===== src/rtl/hs4_sink.sv =====
// Clocked receiver for the asynchronous four-phase pipeline: acknowledges req_in/data_in
// with a return-to-zero handshake and buffers words in a FIFO behind a valid/ready port.
// Optional protocol checker: define HS4_SINK_PROTO_CHECK_EN to enable proto_err.
module hs4_sink #(
  parameter int DATA_W      = 8,
  parameter int DEPTH       = 4,
  parameter int SYNC_STAGES = 2
) (
  input  logic                       clk,
  input  logic                       rst,
  input  logic                       req_in,
  input  logic [DATA_W-1:0]          data_in,
  output logic                       ack_out,
  output logic [DATA_W-1:0]          m_data,
  output logic                       m_valid,
  input  logic                       m_ready,
  output logic [$clog2(DEPTH):0]     count,
  output logic                       proto_err
);

  localparam int AW = $clog2(DEPTH);

  typedef enum logic {
    WAIT_REQ = 1'b0,
    ACK      = 1'b1
  } state_t;

  state_t state_q, state_d;

  logic [SYNC_STAGES-1:0] sync_q;
  logic                   req_s;
  logic [DATA_W-1:0]      mem [DEPTH];
  logic [AW:0]            wr_ptr, rd_ptr;
  logic                   full, empty, push, pop;

  assign req_s = sync_q[SYNC_STAGES-1];

  // Pointers carry one extra wrap bit so full and empty are distinguishable.
  assign full  = ((wr_ptr ^ rd_ptr) == {1'b1, {AW{1'b0}}});
  assign empty = (wr_ptr == rd_ptr);
  assign pop   = !empty && m_ready;

  always_comb begin
    state_d = state_q;
    push    = 1'b0;
    case (state_q)
      WAIT_REQ: begin
        if (req_s && !full) begin
          push    = 1'b1;
          state_d = ACK;
        end
      end
      ACK: begin
        if (!req_s) state_d = WAIT_REQ;
      end
      default: state_d = WAIT_REQ;
    endcase
  end

  always_ff @(posedge clk) begin
    if (rst) begin
      sync_q  <= '0;
      state_q <= WAIT_REQ;
      wr_ptr  <= '0;
      rd_ptr  <= '0;
    end else begin
      sync_q  <= {sync_q[SYNC_STAGES-2:0], req_in};
      state_q <= state_d;
      if (push) wr_ptr <= wr_ptr + 1'b1;
      if (pop)  rd_ptr <= rd_ptr + 1'b1;
    end
  end

  // data_in is bundled with req_in, so it is stable by the time req_s is seen.
  always_ff @(posedge clk) begin
    if (push && !rst) mem[wr_ptr[AW-1:0]] <= data_in;
  end

  assign ack_out = (state_q == ACK);
  assign m_valid = !empty;
  assign m_data  = mem[rd_ptr[AW-1:0]];
  assign count   = wr_ptr - rd_ptr;

`ifdef HS4_SINK_PROTO_CHECK_EN
  logic req_s_prev, misuse_q, err_q;

  // A falling req_s seen in WAIT_REQ means the request was withdrawn unacknowledged.
  always_ff @(posedge clk) begin
    if (rst) begin
      req_s_prev <= 1'b0;
      misuse_q   <= 1'b0;
      err_q      <= 1'b0;
    end else begin
      req_s_prev <= req_s;
      misuse_q   <= m_ready && empty;
      if ((state_q == WAIT_REQ && req_s_prev && !req_s) ||
          (misuse_q && m_ready && empty))
        err_q <= 1'b1;
    end
  end

  assign proto_err = err_q;
`else
  assign proto_err = 1'b0;
`endif

endmodule


===== config.mk =====
export PLATFORM = sky130hd
export DESIGN_NAME = hs4_sink
export DESIGN_NICKNAME = d
export VERILOG_FILES = /design/src/rtl/hs4_sink.sv
export SDC_FILE = /design/constraint.sdc
export NUM_CORES = 1
export LEC_CHECK = 0
export ABC_AREA = 1
export BUFFER_PORTS_ARGS = -buffer_cell sky130_fd_sc_hd__buf_2
export CAP_MARGIN = 15
export CORE_ASPECT_RATIO = 2
export CORE_MARGIN = 2
export CORE_UTILIZATION = 40
export DETAILED_ROUTE_END_ITERATION = 10
export PLACE_DENSITY = 0.67
export REMOVE_ABC_BUFFERS = 1
export SLEW_MARGIN = 10
export SYNTH_ARGS = -nofsm -noshare
export SYNTH_HDL_FRONTEND = slang
export SYNTH_SLANG_ARGS = --single-unit

===== constraint.sdc =====
create_clock -name clk -period 2.25 [get_ports clk]
set_clock_uncertainty 0.05 [all_clocks]
set_input_delay 0.225 -clock clk [delete_from_list [all_inputs] [get_ports clk]]
set_output_delay 0.225 -clock clk [all_outputs]
set_load 0.05 [all_outputs]

==> impl_metrics.json <==
{
  "status": "completed",
  "insertion_delay_ps": 290,
  "die_w_um": 52.4,
  "cap_violations": 0,
  "clock-root-buffer": "clkbuf_8",
  "initial_utilization": 0.411,
  "die_h_um": 101,
  "cts-resized-gates": 0,
  "synthTopCellsByCount": "edfxtp_1, nor2_1, nand2_1",
  "clockBufferDepth": 2,
  "finalHoldViolCount": 0,
  "synthCells": 159,
  "synth_ff_type": "edfxtp_1",
  "place_inst": 239,
  "grt_usage": 0.141,
  "fmax_mhz": 476,
  "post_synth.cell_area_avg_um2": 11.8,
  "synth_most_common_cell": "edfxtp_1",
  "worstPathArrival_ps": 1820,
  "gp_congestion": 0.786,
  "crit_type": "reg2out",
  "synth_top_cell_area_share": 0.514,
  "cp-end-kind": "output port",
  "cts_tree": "built",
  "viasPerCell": 4.95,
  "fin_setup_tns_ps": 0,
  "netlist_area_mm2": 0.00187,
  "ys_top_cells_by_area": "edfxtp_1, dfxtp_1, ha_1",
  "syn2layout_area_growth_pct": 15.5,
  "stdcell_count": 247,
  "rsz0062_at_grt": "false",
  "row_count": 35,
  "core_area_mm2": 0.00455,
  "period_share": 0.933,
  "drv_slew": 0,
  "synth_largest_area_cell": "edfxtp_1",
  "ff_latch_area_mm2": 0.00118,
  "synthDistinctLibCells": 24,
  "clk_pin_slew_ps": 80,
  "synth_edf_count": 32,
  "irDropWorstVdd_v": 0.000472,
  "ff2ff_path_depth": 8,
  "grt_overflow_total": 0,
  "drive_gt1_frac": 0.302,
  "p_leak_nw": 0.833,
  "finalPower_mw": 1.57,
  "antennaDiodeCount": 0,
  "worstPathMaxFanout": 4,
  "cts_setup_buffers": 0,
  "hp-class": "in2reg",
  "htreeDepth": 2,
  "place.port_buffers": 24,
  "grt_pass1_wl_um": 5460,
  "hold_depth": 3,
  "route.detailed.drc": 0,
  "antenna_found_initial": 0,
  "dpl.hpwl_um": 2640,
  "cp-start-kind": "flop",
  "hold_buffers": 0,
  "vias": 1223,
  "routed_wl_um": 3380,
  "firstDrtPassIters": 3,
  "grt_pass1_vias": 1198,
  "setup_viol": 0,
  "synthArstFlopShare": 0,
  "pin_count": 26,
  "seq_area_frac_synth": 0.631,
  "cts_made_buffers": 5,
  "yosys_warnings": 0,
  "cts.sink_count": 43,
  "nNetsFinal": 211,
  "cp.required_ps": 1980,
  "grt_max_degree": 17,
  "multiInputGateArea_um2": 603,
  "avgRoutedWirePerCell_um": 13.7,
  "initialDrtViolationCount": 28,
  "n_fill_cell": 426,
  "drtAntennaViolNets": 0,
  "powerDensity_mw_per_mm2": 728,
  "hold_ws_ps": 87.2,
  "die_area_mm2": 0.00527,
  "ys_seq_elements": 43,
  "fin_crit_ps": 2100
}
## final timing paths
check / to / slack, ps / startpoint
worst max-delay path: count[2] / 150 / wr_ptr[0]$_SDFFE_PP0N_
worst min-delay path: sync_q[0]$_SDFF_PP0_ / 90 / req_in
worst max register to register: mem[0][1]$_DFFE_PP_ / 380 / wr_ptr[0]$_SDFFE_PP0N_
worst min register to register: sync_q[1]$_SDFF_PP0_ / 350 / sync_q[0]$_SDFF_PP0_
## cells in the final DEF (no fill, tap or decap)
master and count:
nand2_2 4, a21oi_1 1, nand2_8 1, clkbuf_8 5, nor3_2 1, o22ai_1 8, ha_1 7, clkbuf_1 1
buf_4 5, inv_1 12, buf_2 24, a21oi_2 5, clkinv_2 1, dfxtp_1 11, edfxtp_1 32, clkinvlp_4 1
nand2_1 15, nand3_1 6, nor2_2 1, inv_2 5, fa_1 1, nand3_4 2, o21ai_0 12, conb_1 1
nor3b_2 3, xor2_1 1, o21ai_1 5, nor2_1 21
## sequential cells by signal, indices dropped and copies added (netlist names), named ones only
| register | count |
|---|---|
| wr_ptr | 3 |
| rd_ptr | 3 |
| sync_q | 2 |
| mem | 32 |
| ack_out | 1 |
## where the power goes
group	switching (mW)	internal [mW]
combinational	0.177	0.0575
clock	0.250	0.217
sequential	0.00952	0.861
## cell type report
class / count / area share
Inverter: 17 / 0.0295
Sequential cell: 43 / 0.547
Tap cell: 55 / 0.0319
Clock buffer: 6 / 0.0336
Multi-Input combinational cell: 95 / 0.279
Timing Repair Buffer: 29 / 0.0730
Clock inverter: 2 / 0.00579
## worst max-delay path, stage by stage (launching register included)
cell and delay, ps:
dfxtp_1 390, inv_1 110, ha_1 220, fa_1 370
xor2_1 150, buf_2 280
## logic make-up (layout without fill, tap and decap cells)
group | after synthesis | after routing | share of synthesized area
buf+inv | 21 | 54 | 0.0462
flops | 43 | 43 | 0.631
other cells | 1 | 1 | 0.00200
fa+ha+maj | 8 | 8 | 0.0575
simple gates | 54 | 54 | 0.160
compound gates | 31 | 31 | 0.0983
xor+xnor | 1 | 1 | 0.00468
## metrics by stage
step,setup slack [ps],instance area [um^2],util
global placement,428,2070,0.455
global route,82.1,2160,0.474
CTS,138,2160,0.474
detailed placement,383,2070,0.455
floorplan,160,1850,-
finish,151,2160,0.474
## routing by layer
| metal | vias up | track usage | part of all wire |
|---|---|---|---|
| met4 | 0 | 0.0533 | 0.017 |
| met5 | - | 0 | 0 |
| met1 | 581 | 0.132 | 0.37 |
| met3 | 6 | 0.0401 | 0.045 |
| met2 | 26 | 0.270 | 0.57 |
| li1 | 610 | - | - |
Power figures use the tool's default switching activity.
